**src/rtl/frame_capture_ctrl.sv**
```systemverilog
// Frame capture sequencer: arms on request, aligns to the next full camera frame and
// emits a tagged pixel stream. Define CAPTURE_CROP_EN to emit only a crop window.
module frame_capture_ctrl #(
    parameter int WIDTH = 8,
    parameter int DIM_W = 12
) (
    input  logic             clk,
    input  logic             rst_n,
    input  logic [WIDTH-1:0] cam_pixel_i,
    input  logic             cam_vsync_i,
    input  logic             cam_hsync_i,
    input  logic [DIM_W-1:0] cfg_cols_i,
    input  logic [DIM_W-1:0] cfg_rows_i,
    input  logic [DIM_W-1:0] crop_x0_i,
    input  logic [DIM_W-1:0] crop_y0_i,
    input  logic [DIM_W-1:0] crop_w_i,
    input  logic [DIM_W-1:0] crop_h_i,
    input  logic             cap_req_i,
    input  logic             cap_cont_i,
    input  logic             cap_abort_i,
    output logic             cap_ack_o,
    output logic             busy_o,
    output logic [WIDTH-1:0] out_data_o,
    output logic             out_valid_o,
    output logic             out_sof_o,
    output logic             out_eol_o,
    output logic             out_eof_o,
    output logic             frame_done_o,
    output logic             err_line_o,
    output logic             err_frame_o,
    output logic             err_cfg_o
);

    localparam logic [1:0] S_IDLE   = 2'd0;
    localparam logic [1:0] S_ARMED  = 2'd1;
    localparam logic [1:0] S_ACTIVE = 2'd2;
    localparam logic [1:0] S_DONE   = 2'd3;

    localparam logic [DIM_W-1:0] DIM_MAX = '1;

    function automatic logic [DIM_W-1:0] sat_inc(input logic [DIM_W-1:0] v);
        return (v == DIM_MAX) ? v : v + DIM_W'(1);
    endfunction

    // p0: camera sample stage, p1: history stage for edge detect
    logic             s_vsync_p0_q, s_hsync_p0_q;
    logic             h_vsync_p1_q, h_hsync_p1_q;
    logic [WIDTH-1:0] s_pixel_p0_q, h_pixel_p1_q;

    always_ff @(posedge clk or negedge rst_n) begin
        if (!rst_n) begin
            s_vsync_p0_q <= 1'b0;
            s_hsync_p0_q <= 1'b0;
            h_vsync_p1_q <= 1'b0;
            h_hsync_p1_q <= 1'b0;
        end else begin
            s_vsync_p0_q <= cam_vsync_i;
            s_hsync_p0_q <= cam_hsync_i;
            h_vsync_p1_q <= s_vsync_p0_q;
            h_hsync_p1_q <= s_hsync_p0_q;
        end
    end

    always_ff @(posedge clk) begin
        s_pixel_p0_q <= cam_pixel_i;
        h_pixel_p1_q <= s_pixel_p0_q;
    end

    logic vs_rise, vs_fall, hs_fall;
    assign vs_rise = s_vsync_p0_q & ~h_vsync_p1_q;
    assign vs_fall = ~s_vsync_p0_q & h_vsync_p1_q;
    assign hs_fall = ~s_hsync_p0_q & h_hsync_p1_q;

    // Configuration check and emission window derived from the request-time inputs
    logic             cfg_ok;
    logic [DIM_W-1:0] win_x0_new, win_x1_new, win_y0_new, win_y1_new;

`ifdef CAPTURE_CROP_EN
    logic [DIM_W:0] crop_x_end, crop_y_end;
    assign crop_x_end = {1'b0, crop_x0_i} + {1'b0, crop_w_i};
    assign crop_y_end = {1'b0, crop_y0_i} + {1'b0, crop_h_i};
    assign cfg_ok = (cfg_cols_i != '0) && (cfg_rows_i != '0) &&
                    (crop_w_i != '0) && (crop_h_i != '0) &&
                    (crop_x_end <= {1'b0, cfg_cols_i}) &&
                    (crop_y_end <= {1'b0, cfg_rows_i});
    assign win_x0_new = crop_x0_i;
    assign win_y0_new = crop_y0_i;
    assign win_x1_new = crop_x0_i + crop_w_i - DIM_W'(1);
    assign win_y1_new = crop_y0_i + crop_h_i - DIM_W'(1);
`else
    logic unused_crop;
    assign unused_crop = ^{crop_x0_i, crop_y0_i, crop_w_i, crop_h_i};
    assign cfg_ok = (cfg_cols_i != '0) && (cfg_rows_i != '0);
    assign win_x0_new = '0;
    assign win_y0_new = '0;
    assign win_x1_new = cfg_cols_i - DIM_W'(1);
    assign win_y1_new = cfg_rows_i - DIM_W'(1);
`endif

    logic [1:0]       state_q, state_d;
    logic [DIM_W-1:0] col_q, col_d, row_q, row_d;
    logic [DIM_W-1:0] cols_q, cols_d, rows_q, rows_d;
    logic [DIM_W-1:0] win_x0_q, win_x0_d, win_x1_q, win_x1_d;
    logic [DIM_W-1:0] win_y0_q, win_y0_d, win_y1_q, win_y1_d;
    logic             cap_ack_q, cap_ack_d, frame_done_q, frame_done_d;
    logic             out_valid_q, out_valid_d, out_sof_q, out_sof_d;
    logic             out_eol_q, out_eol_d, out_eof_q, out_eof_d;
    logic [WIDTH-1:0] out_data_q, out_data_d;
    logic             err_line_q, err_line_d, err_frame_q, err_frame_d;
    logic             err_cfg_q, err_cfg_d;
    logic [DIM_W-1:0] col_v, row_v;
    logic             in_win;

    assign in_win = (col_q >= win_x0_q) && (col_q <= win_x1_q) &&
                    (row_q >= win_y0_q) && (row_q <= win_y1_q);

    always_comb begin
        state_d      = state_q;
        col_d        = col_q;
        row_d        = row_q;
        cols_d       = cols_q;
        rows_d       = rows_q;
        win_x0_d     = win_x0_q;
        win_x1_d     = win_x1_q;
        win_y0_d     = win_y0_q;
        win_y1_d     = win_y1_q;
        cap_ack_d    = 1'b0;
        frame_done_d = 1'b0;
        out_valid_d  = 1'b0;
        out_sof_d    = 1'b0;
        out_eol_d    = 1'b0;
        out_eof_d    = 1'b0;
        out_data_d   = out_data_q;
        err_line_d   = err_line_q;
        err_frame_d  = err_frame_q;
        err_cfg_d    = err_cfg_q;
        col_v        = col_q;
        row_v        = row_q;

        case (state_q)
            S_IDLE: begin
                if (cap_req_i && !cap_abort_i) begin
                    if (cfg_ok) begin
                        cap_ack_d   = 1'b1;
                        cols_d      = cfg_cols_i;
                        rows_d      = cfg_rows_i;
                        win_x0_d    = win_x0_new;
                        win_x1_d    = win_x1_new;
                        win_y0_d    = win_y0_new;
                        win_y1_d    = win_y1_new;
                        err_line_d  = 1'b0;
                        err_frame_d = 1'b0;
                        err_cfg_d   = 1'b0;
                        state_d     = S_ARMED;
                    end else begin
                        err_cfg_d = 1'b1;
                    end
                end
            end
            S_ARMED: begin
                if (cap_abort_i) begin
                    state_d = S_IDLE;
                end else if (vs_rise) begin
                    col_d   = '0;
                    row_d   = '0;
                    state_d = S_ACTIVE;
                end
            end
            S_ACTIVE: begin
                if (cap_abort_i) begin
                    state_d = S_IDLE;
                end else begin
                    if (h_hsync_p1_q) begin
                        if (col_q >= cols_q) err_line_d = 1'b1;
                        if (row_q >= rows_q) err_frame_d = 1'b1;
                        if ((col_q < cols_q) && (row_q < rows_q) && in_win) begin
                            out_valid_d = 1'b1;
                            out_data_d  = h_pixel_p1_q;
                            out_sof_d   = (col_q == win_x0_q) && (row_q == win_y0_q);
                            out_eol_d   = (col_q == win_x1_q);
                            out_eof_d   = (col_q == win_x1_q) && (row_q == win_y1_q);
                        end
                        col_v = sat_inc(col_q);
                    end
                    // The line's last pixel and the hsync falling edge are handled in one cycle
                    if (hs_fall) begin
                        if (col_v != cols_q) err_line_d = 1'b1;
                        col_v = '0;
                        row_v = sat_inc(row_q);
                    end
                    if (vs_fall) begin
                        if (row_v != rows_q) err_frame_d = 1'b1;
                        state_d = S_DONE;
                    end
                    col_d = col_v;
                    row_d = row_v;
                end
            end
            default: begin
                frame_done_d = 1'b1;
                state_d      = cap_cont_i ? S_ARMED : S_IDLE;
            end
        endcase
    end

    always_ff @(posedge clk or negedge rst_n) begin
        if (!rst_n) begin
            state_q      <= S_IDLE;
            col_q        <= '0;
            row_q        <= '0;
            cols_q       <= '0;
            rows_q       <= '0;
            win_x0_q     <= '0;
            win_x1_q     <= '0;
            win_y0_q     <= '0;
            win_y1_q     <= '0;
            cap_ack_q    <= 1'b0;
            frame_done_q <= 1'b0;
            out_valid_q  <= 1'b0;
            out_sof_q    <= 1'b0;
            out_eol_q    <= 1'b0;
            out_eof_q    <= 1'b0;
            out_data_q   <= '0;
            err_line_q   <= 1'b0;
            err_frame_q  <= 1'b0;
            err_cfg_q    <= 1'b0;
        end else begin
            state_q      <= state_d;
            col_q        <= col_d;
            row_q        <= row_d;
            cols_q       <= cols_d;
            rows_q       <= rows_d;
            win_x0_q     <= win_x0_d;
            win_x1_q     <= win_x1_d;
            win_y0_q     <= win_y0_d;
            win_y1_q     <= win_y1_d;
            cap_ack_q    <= cap_ack_d;
            frame_done_q <= frame_done_d;
            out_valid_q  <= out_valid_d;
            out_sof_q    <= out_sof_d;
            out_eol_q    <= out_eol_d;
            out_eof_q    <= out_eof_d;
            out_data_q   <= out_data_d;
            err_line_q   <= err_line_d;
            err_frame_q  <= err_frame_d;
            err_cfg_q    <= err_cfg_d;
        end
    end

    assign cap_ack_o    = cap_ack_q;
    assign busy_o       = (state_q == S_ARMED) || (state_q == S_ACTIVE);
    assign out_data_o   = out_data_q;
    assign out_valid_o  = out_valid_q;
    assign out_sof_o    = out_sof_q;
    assign out_eol_o    = out_eol_q;
    assign out_eof_o    = out_eof_q;
    assign frame_done_o = frame_done_q;
    assign err_line_o   = err_line_q;
    assign err_frame_o  = err_frame_q;
    assign err_cfg_o    = err_cfg_q;

endmodule

```
**config.mk**
```make
export PLATFORM = sky130hd
export DESIGN_NAME = frame_capture_ctrl
export DESIGN_NICKNAME = d
export VERILOG_FILES = /design/src/rtl/frame_capture_ctrl.sv
export SDC_FILE = /design/constraint.sdc
export NUM_CORES = 1
export LEC_CHECK = 0
export BUFFER_PORTS_ARGS = -buffer_cell sky130_fd_sc_hd__buf_4
export CORE_MARGIN = 4
export CORE_UTILIZATION = 45
export CTS_CLUSTER_SIZE = 28
export DETAILED_ROUTE_END_ITERATION = 6
export PLACE_DENSITY = 0.73
export SYNTH_ARGS = -nofsm -noshare
export SYNTH_HDL_FRONTEND = slang
export SYNTH_SLANG_ARGS = --single-unit
```
**constraint.sdc**
```tcl
create_clock -name clk -period 6.2 [get_ports clk]
set_clock_uncertainty 0.05 [all_clocks]
set_input_delay 0.62 -clock clk [delete_from_list [all_inputs] [get_ports clk]]
set_output_delay 0.62 -clock clk [all_outputs]
set_load 0.02 [all_outputs]
```
==> results of run 1 <==
==> metrics by stage <==
| step | power, mW | hold slack, ns | worst slack, ns | cell area (µm²) |
|---|---|---|---|---|
| global placement | 2.12 | 0.260 | 2.57 | 7540 |
| finish | 2.77 | 0.197 | 2.89 | 7850 |
| floorplan | 1.83 | 0.260 | 3.71 | 7030 |
| CTS | 2.78 | 0.223 | 2.88 | 7850 |
| detailed placement | 2.16 | 0.264 | 2.51 | 7540 |
| global route | 2.99 | 0.243 | 2.58 | 7850 |
==> layout make-up <==
cell class | count | area (µm²) | area share, %
well taps | 211 | 264 | 3.36
clock inverters | 7 | 87.6 | 1.12
repair buffers | 59 | 443 | 5.64
inverters | 65 | 244 | 3.11
clock buffers | 9 | 225 | 2.87
flip-flops and latches | 111 | 2700 | 34.4
multi-input cells | 582 | 3890 | 49.5
==> state kept, by name, indices dropped and copies added, names as in the netlist, 2 cells and up <==
name and flops:
row_q 12, cols_q 12, state_q 2, rows_q 12, s_pixel_p0_q 8, win_x1_q 12
col_q 12, out_data_o 8, win_y1_q 12, h_pixel_p1_q 8
==> cells in the final DEF (no fill, tap or decap), types with 10 or more instances in the layout <==
cell type	synthesis	final
sky130_fd_sc_hd__a21o_1	13	13
sky130_fd_sc_hd__a21oi_1	40	40
sky130_fd_sc_hd__a31oi_1	10	10
sky130_fd_sc_hd__buf_4	2	59
sky130_fd_sc_hd__dfrtp_1	95	95
sky130_fd_sc_hd__dfxtp_1	16	16
sky130_fd_sc_hd__ha_1	59	59
sky130_fd_sc_hd__inv_1	64	64
sky130_fd_sc_hd__nand2_1	95	95
sky130_fd_sc_hd__nand3_1	16	16
sky130_fd_sc_hd__nand4_1	19	19
sky130_fd_sc_hd__nor2_1	42	42
sky130_fd_sc_hd__nor3_1	16	16
sky130_fd_sc_hd__nor4_1	14	14
sky130_fd_sc_hd__o21ai_0	86	86
sky130_fd_sc_hd__o31ai_1	12	12
sky130_fd_sc_hd__xnor2_1	21	21
sky130_fd_sc_hd__xor2_1	20	20
==> worst min-delay path by stage <==
stage,start,to,cells past startpoint
after floorplan,s_pixel_p0_q[0]$_DFF_P_,h_pixel_p1_q[0]$_DFF_P_,0
after global placement,s_pixel_p0_q[2]$_DFF_P_,h_pixel_p1_q[2]$_DFF_P_,0
after detailed placement,s_pixel_p0_q[7]$_DFF_P_,h_pixel_p1_q[7]$_DFF_P_,0
after CTS,rst_n,win_y1_q[5]$_DFFE_PN0P_,1
after global routing,rst_n,win_y1_q[5]$_DFFE_PN0P_,1
final,rst_n,win_y1_q[5]$_DFFE_PN0P_,1
==> cells in the mapped netlist, types with 3 or more instances <==
library cell                n  area (µm²)
sky130_fd_sc_hd__o22ai_1    4        25.0
sky130_fd_sc_hd__o31ai_1   12        90.1
sky130_fd_sc_hd__nand4_1   19         119
sky130_fd_sc_hd__ha_1      59         738
sky130_fd_sc_hd__inv_1     64         240
sky130_fd_sc_hd__nor4_1    14        87.6
sky130_fd_sc_hd__buf_6      5        56.3
sky130_fd_sc_hd__or4_1      5        37.5
sky130_fd_sc_hd__mux2_2     8        90.1
sky130_fd_sc_hd__nand2b_1   9        56.3
sky130_fd_sc_hd__nor3_1    16        80.1
sky130_fd_sc_hd__and3_1     3        18.8
sky130_fd_sc_hd__dfrtp_1   95        2380
sky130_fd_sc_hd__and4_1     7        61.3
sky130_fd_sc_hd__o21a_1     9        67.6
sky130_fd_sc_hd__nand2_1   95         357
sky130_fd_sc_hd__xnor2_1   21         184
sky130_fd_sc_hd__a21oi_1   40         200
sky130_fd_sc_hd__buf_2     12        60.1
sky130_fd_sc_hd__a211oi_1   6        45.0
sky130_fd_sc_hd__xor2_1    20         175
sky130_fd_sc_hd__nor2_1    42         158
sky130_fd_sc_hd__o21ai_0   86         430
sky130_fd_sc_hd__clkbuf_1  15        56.3
sky130_fd_sc_hd__a32o_1     3        30.0
sky130_fd_sc_hd__dfxtp_1   16         320
sky130_fd_sc_hd__nand3_1   16        80.1
sky130_fd_sc_hd__a31oi_1   10        62.6
sky130_fd_sc_hd__a21o_1    13        97.6
sky130_fd_sc_hd__nor2b_1    7        43.8
sky130_fd_sc_hd__or3_1      5        31.3
==> power by group through the flow <==
stage | registers, mW | logic (mW) | clock network, mW
2_1_floorplan | 1.10 | 0.727 | 0
3_3_place_gp | 1.09 | 1.03 | 0
3_5_place_dp | 1.10 | 1.06 | 0
4_1_cts | 1.08 | 1.07 | 0.630
5_1_grt | 1.11 | 1.22 | 0.659
6_report | 1.08 | 1.06 | 0.626
==> worst max-delay path: cells and delay by family <==
kind | cells | cell delay, ns
and+or+nand+nor | 4 | 1.38
buffers and inverters | 3 | 0.75
AOI/OAI and AO/OA | 2 | 0.52
adders and majority gates | 1 | 0.18
==> cells by family (layout without fill, tap and decap cells) <==
family                     count (synthesis)  in the layout  share of synthesized area [%]
and+or+nand+nor                          259            259                           19.2
AOI/OAI and AO/OA                        212            212                           18.8
DFF                                      111            111                           38.4
buffers and inverters                    101            140                           6.28
adders and majority gates                 59             59                           10.5
xor gates and xnor gates                  41             41                           5.11
muxes                                     11             11                           1.73
==> metal layers <==
layer	vias up	share of wire (%)	GRT usage, %
met5	-	0	0
met2	159	45	30.0
met1	2819	49	29.3
met3	20	4.9	3.04
li1	2894	-	-
met4	0	1.7	6.35
==> parameters.txt, run 1 <==
Parameter                              Value

Global routing
  Vias in the first global route    between 5000 and 6000
  Grt ovf    0
  Total routing usage reported by global routing    between 10% and 20%
  Wire length of the first global-routing pass    between 20000 and 30000 µm
  Largest net degree at the start of global routing    slightly above 80
  Initial antenna violation count    0

Floorplanning
  Area inside the core boundary    0.0153 mm²
  Die extent in y    about 130 µm
  Die span in x    ~130 µm
  Row count    45
  I/O pins    about 110
  Die ar.    roughly 0.018 mm²
  Effective utilization at floorplan    a little under half

Worst setup path
  Critical register-to-register path startpoint    row_q[5]$_DFFE_PN0P_
  Slack of the worst reg-to-reg path    between 3 and 4 ns
  Data required time of the critical path    6.34 ns
  Arrival time of data at the critical path endpoint    between 3 and 4 ns
  Critical Path Sink    rows_q[8]$_DFFE_PN0P_
  Slowest CP cell    sky130_fd_sc_hd__nor3b_1
  Sequence of cells on the critical path    buf_4 -> inv_1 -> ha_1 -> nor3b_1 -> nand2_1 -> o32a_1 -> nand3_2 -> inv_2 -> nand2_1 -> o21ai_0
  Type of destination of the critical path    flip-flop
  Most prevalent standard cell on the critical path    sky130_fd_sc_hd__nand2_1
  Critical Path Start    cfg_cols_i[0]
  Classification of the worst setup path    input port to flip-flop
  CP Max Fanout    82
  Kind of start point of the critical path    input port
  Worst reg-to-reg path cell count    8
  Reg-to-reg critical path endpoint    out_data_o[0]$_DFFE_PN0P_
  Biggest cell delay along the critical path    about 0.54 ns

Yosys
  Post-synth top flop    sky130_fd_sc_hd__dfrtp_1
  Yosys warnings    0
  Post-synthesis instance area    between 0.007 and 0.008 mm²
  Count of flip-flops with a built-in enable after synthesis    0
  Synth Instances    794
  Async SR Flop Fraction    between 80% and 90%
  Register area share after synthesis    38.4%
  Seq cells post-synth    approximately 110
  Net count after synthesis    between 900 and 1000
  Post-Synthesis Mean Instance Area    around 9 µm²
  Unique cell type count in the Yosys netlist    76

CTS
  Clock Latency Late Sink    0.37 ns
  Number of levels in the clock H-tree    3
  Sink count of the clock tree    111
  CTS max path bufs    2
  Number of CTS-inserted buffers    9
  Clock slew at the register clock pins of the worst setup and hold paths    ~0.08 ns
  Buffer count from post-CTS setup fixing    0
  Clock tree root driver cell    sky130_fd_sc_hd__clkbuf_16
  Quantity of gates resized following cts    0
  Cts hold-fix bufs    0
  Clock tree from TritonCTS    built

Layout
  Final design utilization    approximately 50%
  Fillcell total    between 1000 and 1500
  Number of nets at the end of the flow    slightly below 1000
  Antenna diode count    0
  Share of layout cells above drive strength 1    a little under an eighth
  Non-filler cells, final    1044
  Area growth syn-to-layout    11.7%

Detailed routing
  Pre-Repair DR Iteration Count    5
  Wire per inst    approximately 16 µm
  Total number of vias    between 5000 and 6000
  Antenna violation net count after detailed routing    0
  Routed vias/inst    5.64
  Initial DRC count    between 300 and 400
  Residual DRC    0
  Wire length reported by the detailed router    approximately 17000 µm

Timing
  Final sum of negative setup slack    0 ns
  Final count of hold timing violations    0
  F_max    just over 300 MHz
  Final Slew Violations    0
  Setup-violating endpoint count in the final report    0
  Setup repair after global routing missed its margin    false
  Final critical-path required period    3.31 ns
  Pin slew with the least headroom to its limit    1.16 ns
  Slew margin rel.    22.8%
  Final clock period utilization by the worst path    53.4%

Pwr
  Switching part of the total    between 30% and 40%
  Net switching power figure    between 1 and 1.5 mW
  Internal power    1.72 mW
  Part of the total power dissipated in sequential elements    slightly below 40%
  Clock network fraction of total power    a little under a quarter
  Combinational fraction of design power    a little under two fifths
  PD cells    roughly 350 mW/mm²
  Cell leakage power    around 3.6 nW
  VDD IR max    about 0.00025 V

Outcome
  Outcome    finished clean

Placed design
  Cell Count Post-Placement    a little over 1000
  Estimated wirelength of the detail-placed design    around 12000 µm
  GPL Wtd Cong    0.888
  Number of I/O port buffers    56

Flow run
  Maxcap violations    0

Worst hold path
  Worst min-delay path category    input port to async pin
No activity file was read; power rests on OpenSTA's default activity.
==> inputs of run 2 (changes only) <==
==> constraint.sdc (replaced) <==
create_clock -name clk -period 3.3 [get_ports clk]
set_clock_uncertainty 0.05 [all_clocks]
set_input_delay 0.33 -clock clk [delete_from_list [all_inputs] [get_ports clk]]
set_output_delay 0.33 -clock clk [all_outputs]
set_load 0.02 [all_outputs]
==> parameters.txt, run 2 (synthesis gave the netlist of run 1 again) <==
Parameter                              Value

Timing
  Setup-violating endpoint count in the final report    0 (unchanged)
  Final clock period utilization by the worst path    between 80% and 90%
  Final sum of negative setup slack    0 ns (unchanged)
  Final Slew Violations    0 (unchanged)
  Final critical-path required period    between 2 and 3 ns
  Slew margin rel.    54.5% (was 22.8%)
  Pin slew with the least headroom to its limit    0.683 ns (was 1.16 ns)
  Final count of hold timing violations    0 (unchanged)
  Setup repair after global routing missed its margin    false (unchanged)
  F_max    between 300 and 400 MHz

CTS
  Clock slew at the register clock pins of the worst setup and hold paths    0.08 ns (about the same)
  Clock tree root driver cell    sky130_fd_sc_hd__clkbuf_16 (unchanged)
  Sink count of the clock tree    111 (unchanged)
  Buffer count from post-CTS setup fixing    0 (unchanged)
  Number of levels in the clock H-tree    3 (unchanged)
  CTS max path bufs    2 (unchanged)
  Clock tree from TritonCTS    built (unchanged)
  Clock Latency Late Sink    0.36 ns (was 0.37 ns)
  Number of CTS-inserted buffers    9 (unchanged)

Worst setup path
  Type of destination of the critical path    flip-flop (unchanged)
  Classification of the worst setup path    flip-flop to flip-flop (was input port to flip-flop)
  Data required time of the critical path    3.48 ns (was 6.34 ns)
  Arrival time of data at the critical path endpoint    3.02 ns (was 3.46 ns)
  CP Max Fanout    5 (was 82)
  Slack of the worst reg-to-reg path    0.46 ns (was 3.09 ns)
  Kind of start point of the critical path    flip-flop (was input port)

Placed design
  Estimated wirelength of the detail-placed design    12900 µm (was 12500 µm)
  GPL Wtd Cong    0.922 (was 0.888)
  Number of I/O port buffers    56 (unchanged)
  Placed Instance Area    0.00766 mm² (was 0.00754 mm²)

Layout
  Most frequent cells in the layout    sky130_fd_sc_hd__nand2_1, sky130_fd_sc_hd__dfrtp_1, sky130_fd_sc_hd__o21ai_0 (unchanged)
  Antenna diode count    0 (unchanged)
  Total non-filler cell area in the finished layout    0.00799 mm² (was 0.00785 mm²)
  Share of layout cells above drive strength 1    13.6% (was 11.9%)
  Fillcell total    1396 (was 1417)
  Number of nets at the end of the flow    992 (was 974)
  Final design utilization    52.3% (was 51.4%)
  Area growth syn-to-layout    13.6% (was 11.7%)

Floorplanning
  Area inside the core boundary    0.0153 mm² (unchanged)
  Row count    45 (unchanged)
  Die ar.    0.0177 mm² (unchanged)
  Die extent in y    133 µm (unchanged)
  I/O pins    105 (unchanged)
  Effective utilization at floorplan    46.1% (unchanged)
  Die span in x    133 µm (unchanged)

Global routing
  Total routing usage reported by global routing    19.9% (about the same)
  Initial antenna violation count    0 (unchanged)
  Vias in the first global route    5679 (was 5582)
  Wire length of the first global-routing pass    28800 µm (was 28700 µm)
  Grt ovf    0 (unchanged)
  Largest net degree at the start of global routing    54 (was 83)

Pwr
  VDD IR max    0.000453 V (was 0.000254 V)
  Overall power of the completed layout    5.17 mW (was 2.77 mW)
  Cell leakage power    3.65 nW (was 3.57 nW)
  PD cells    647 mW/mm² (was 353 mW/mm²)

Outcome
  Outcome    finished clean (unchanged)

Detailed routing
  Total number of vias    5911 (was 5892)
  Residual DRC    0 (unchanged)
  Initial DRC count    420 (was 364)
  Pre-Repair DR Iteration Count    5 (unchanged)
  Routed vias/inst    5.57 (was 5.64)
  Antenna violation net count after detailed routing    0 (unchanged)
  Wire per inst    16.1 µm (was 16.3 µm)
  Wire length reported by the detailed router    17100 µm (was 17000 µm)

Flow run
  Maxcap violations    0 (unchanged)

Worst hold path
  Worst min-delay path category    input port to flip-flop (was input port to async pin)
==> run 2: cell types whose count changed in the layout (fill, tap and decap cells not counted) <==
cell / before / now
sky130_fd_sc_hd__buf_4: 59 / 76
sky130_fd_sc_hd__clkinv_8: 0 / 3
sky130_fd_sc_hd__bufinv_16: 1 / 0
sky130_fd_sc_hd__clkinv_4: 1 / 0
sky130_fd_sc_hd__dlygate4sd3_1: 0 / 1
sky130_fd_sc_hd__inv_8: 2 / 1
==> run 2: timing repair <==
action,4_1_cts,5_1_grt
endpoints found under the hold margin,51,0
gates resized for setup,0,0
hold buffers,1,0
==> run 2: worst max-delay path: stages, from the launching register on <==
cell and delay (ns):
sky130_fd_sc_hd__dfrtp_1 0.46, sky130_fd_sc_hd__ha_1 0.34, sky130_fd_sc_hd__a21o_1 0.18, sky130_fd_sc_hd__a21oi_1 0.14, sky130_fd_sc_hd__nor2_1 0.05, sky130_fd_sc_hd__a211oi_1 0.37
sky130_fd_sc_hd__a21oi_1 0.20, sky130_fd_sc_hd__or4_1 0.57, sky130_fd_sc_hd__nor3_1 0.36
==> run 2: where the power goes <==
part	internal [mW]	switching (mW)
clock network	0.547	0.579
registers	1.75	0.283
logic	0.885	1.13
total	3.18	1.99
==> run 2: layout make-up <==
type                    count  area [µm²]  area share [%]
clock buffers               9         225            2.82
clock inverters             7        86.3            1.08
inverters                  65         244            3.05
multi-input cells         582        3890            48.7
flip-flops and latches    111        2700            33.8
well taps                 211         264            3.31
repair buffers             77         581            7.27
==> run 2: metal layers <==
layer  up-vias  track usage [%]  share of wire, %
met1      2775             28.7                48
met5         -                0                 0
met3        15             2.85               5.9
li1       2933                -                 -
met2       188             31.1                45
met4         0             5.83               1.3
==> run 2: through the flow <==
step | cells | setup slack (ns) | hold slack, ns
floorplan | 794 | 0.811 | -0.0156
global route | 1062 | 0.321 | 0.00224
CTS | 1062 | 0.492 | 0.00293
finish | 1062 | 0.455 | 0.0141
global placement | 1045 | 0.561 | 0.260
detailed placement | 1045 | 0.517 | 0.264
==> run 2: path summary, 6_finish.rpt <==
kind | from | end | cells after the start
max reg2reg | row_q[5]$_DFFE_PN0P_ | out_sof_o$_DFF_PN0_ | 8
max | row_q[5]$_DFFE_PN0P_ | out_sof_o$_DFF_PN0_ | 8
max in group asynchronous | rst_n | row_q[11]$_DFFE_PN0P_ | 3
min in group asynchronous | rst_n | rows_q[5]$_DFFE_PN0P_ | 2
min | cam_pixel_i[2] | s_pixel_p0_q[2]$_DFF_P_ | 1
min reg2reg | s_pixel_p0_q[7]$_DFF_P_ | h_pixel_p1_q[7]$_DFF_P_ | 0
==> inputs of run 3 (changes only) <==
--- a/config.mk
+++ b/config.mk
@@ -6,6 +6,7 @@
 export NUM_CORES = 1
 export LEC_CHECK = 0
 export BUFFER_PORTS_ARGS = -buffer_cell sky130_fd_sc_hd__buf_4
+export CORE_ASPECT_RATIO = 0.6
 export CORE_MARGIN = 4
 export CORE_UTILIZATION = 45
 export CTS_CLUSTER_SIZE = 28
==> parameters.txt, run 3 (synthesis gave the netlist of run 1 again) <==
Parameter                              Value

Outcome
  Outcome    finished clean (unchanged)

Worst setup path
  Data required time of the critical path    3.48 ns (about the same)
  CP Max Fanout    8 (was 5)
  Critical path buffer and inverter count    0 (unchanged)
  Biggest cell delay along the critical path    0.54 ns (was 0.57 ns)
  Arrival time of data at the critical path endpoint    3.02 ns (about the same)
  Kind of start point of the critical path    flip-flop (unchanged)
  Crit-path leading delay family    compound AO/OA/AOI/OAI gates (was simple AND/OR/NAND/NOR gates)
  Sequence of cells on the critical path    ha_1 -> nand2_1 -> o41a_1 -> mux2i_1 -> nand4bb_1 -> a221o_1 -> o31ai_1 -> o311ai_1 (was ha_1 -> a21o_1 -> a21oi_1 -> nor2_1 -> a211oi_1 -> a21oi_1 -> or4_1 -> nor3_1)
  Classification of the worst setup path    flip-flop to flip-flop (unchanged)
  Slowest CP cell    sky130_fd_sc_hd__o41a_1 (was sky130_fd_sc_hd__or4_1)
  Type of destination of the critical path    flip-flop (unchanged)

Global routing
  Total routing usage reported by global routing    21.3% (was 19.9%)
  GR Layer Usage met1    36.0% (was 28.7%)
  Busiest metal layer after global routing    met1 (was met2)
  Wire length of the first global-routing pass    30700 µm (was 28800 µm)
  Largest net degree at the start of global routing    82 (was 54)
  Vias in the first global route    5688 (was 5679)
  Met3 track demand over resource    4.73% (was 2.85%)
  Initial antenna violation count    0 (unchanged)
  Met2 demand-to-capacity share in global routing    27.8% (was 31.1%)
  Grt ovf    0 (unchanged)

Layout
  Number of nets at the end of the flow    994 (was 992)
  Antenna diode count    0 (unchanged)
  Non-filler cells, final    1056 (was 1062)
  Share of layout cells above drive strength 1    13.7% (was 13.6%)
  Area growth syn-to-layout    14.1% (was 13.6%)
  Most frequent cells in the layout    sky130_fd_sc_hd__nand2_1, sky130_fd_sc_hd__dfrtp_1, sky130_fd_sc_hd__o21ai_0 (unchanged)

Placed design
  GPL Wtd Cong    0.926 (was 0.922)
  Estimated wirelength of the detail-placed design    14000 µm (was 12900 µm)
  Cell Count Post-Placement    1038 (was 1045)
  Number of I/O port buffers    56 (unchanged)

Pwr
  PD cells    662 mW/mm² (was 647 mW/mm²)
  Net switching power figure    2.10 mW (was 1.99 mW)
  Part of the total power dissipated in sequential elements    38.6% (was 39.3%)
  Switching part of the total    39.6% (was 38.4%)
  VDD IR max    0.000503 V (was 0.000453 V)
  Clock network fraction of total power    22.0% (was 21.8%)
  Internal power    3.21 mW (was 3.18 mW)
  Combinational fraction of design power    39.4% (was 38.9%)
  Cell leakage power    3.67 nW (was 3.65 nW)

Timing
  Final sum of negative setup slack    0 ns (unchanged)
  Setup repair after global routing missed its margin    false (unchanged)
  Setup-violating endpoint count in the final report    0 (unchanged)
  Final critical-path required period    2.84 ns (about the same)
  Final Slew Violations    0 (unchanged)
  Pin slew with the least headroom to its limit    1.18 ns (was 0.683 ns)
  F_max    353 MHz (was 352 MHz)
  Final clock period utilization by the worst path    85.9% (was 86.2%)
  Final count of hold timing violations    0 (unchanged)
  Slew margin rel.    21.1% (was 54.5%)

CTS
  Clock tree root driver cell    sky130_fd_sc_hd__clkbuf_16 (unchanged)
  Clock Latency Late Sink    0.36 ns (about the same)
  Clock slew at the register clock pins of the worst setup and hold paths    0.09 ns (was 0.08 ns)
  Clock tree from TritonCTS    built (unchanged)
  Buffer count from post-CTS setup fixing    0 (unchanged)
  Number of CTS-inserted buffers    9 (unchanged)
  CTS max path bufs    2 (unchanged)
  Sink count of the clock tree    111 (unchanged)
  Number of levels in the clock H-tree    3 (unchanged)

Detailed routing
  Residual DRC    0 (unchanged)
  Wire length reported by the detailed router    18600 µm (was 17100 µm)
  Pre-Repair DR Iteration Count    6 (was 5)
  Routed vias/inst    5.79 (was 5.57)
  Wire per inst    17.7 µm (was 16.1 µm)
  Total number of vias    6118 (was 5911)
  Initial DRC count    555 (was 420)
  Antenna violation net count after detailed routing    0 (unchanged)

Floorplanning
  Die extent in y    105 µm (was 133 µm)
  Row count    35 (was 45)
  I/O pins    105 (unchanged)
  Die ar.    0.0177 mm² (about the same)
  Effective utilization at floorplan    45.9% (was 46.1%)
  Area inside the core boundary    0.0153 mm² (about the same)
  Die span in x    169 µm (was 133 µm)

Worst hold path
  Worst min-delay path category    input port to async pin (was input port to flip-flop)

Flow run
  Maxcap violations    0 (unchanged)
## run 3: per-stage QoR
stage               worst slack (ns)  instance area, µm²  utilization [%]  total power, mW  hold WS, ns
finish                         0.465                8020             52.3             5.31       0.0154
global route                   0.353                8020             52.3             5.70      0.00626
CTS                            0.537                8000             52.2             5.30      0.00180
detailed placement             0.560                7670             50.1             4.12        0.262
global placement               0.579                7670             50.1             4.04        0.260
floorplan                      0.811                7030                -             3.43      -0.0156
## run 3: final timing paths
path	startpoint	end	slack, ns	cells past startpoint
max in group asynchronous	rst_n	win_x1_q[3]$_DFFE_PN0P_	2.50	2
max reg2reg	row_q[1]$_DFFE_PN0P_	err_frame_o$_DFFE_PN0P_	0.46	8
min in group clk	cam_pixel_i[3]	s_pixel_p0_q[3]$_DFF_P_	0.02	1
max	row_q[1]$_DFFE_PN0P_	err_frame_o$_DFFE_PN0P_	0.46	8
min reg2reg	s_pixel_p0_q[7]$_DFF_P_	h_pixel_p1_q[7]$_DFF_P_	0.28	0
min	rst_n	err_frame_o$_DFFE_PN0P_	0.02	1
## run 3: repair_timing
item / in CTS / in global routing
hold buffers: 0 / 2
gates resized for setup: 0 / 0
endpoints found under the hold margin: 0 / 2
## run 3: cell type report
type | count | area, µm²
tap | 203 | 254
fill | 1410 | 7310
timing repair buffer | 79 | 611
clock buffer | 9 | 225
sequential | 111 | 2700
multi-input combinational | 582 | 3890
inverter | 65 | 244
clock inverter | 7 | 98.8
## run 3: layer usage
metal | wire length (µm) | vias up | share of wire (%)
li1 | - | 2946 | -
met1 | 9750 | 2917 | 52
met2 | 7220 | 246 | 39
met3 | 1610 | 9 | 8.6
met4 | 66 | 0 | 0.35
met5 | 0 | - | 0
## run 3: power by group through the flow
stage / Combinational [mW] / Clock [mW] / Sequential (mW)
5_1_grt: 2.36 / 1.25 / 2.09
6_report: 2.09 / 1.17 / 2.05
2_1_floorplan: 1.37 / 0 / 2.07
3_3_place_gp: 1.99 / 0 / 2.05
3_5_place_dp: 2.05 / 0 / 2.07
4_1_cts: 2.08 / 1.19 / 2.04
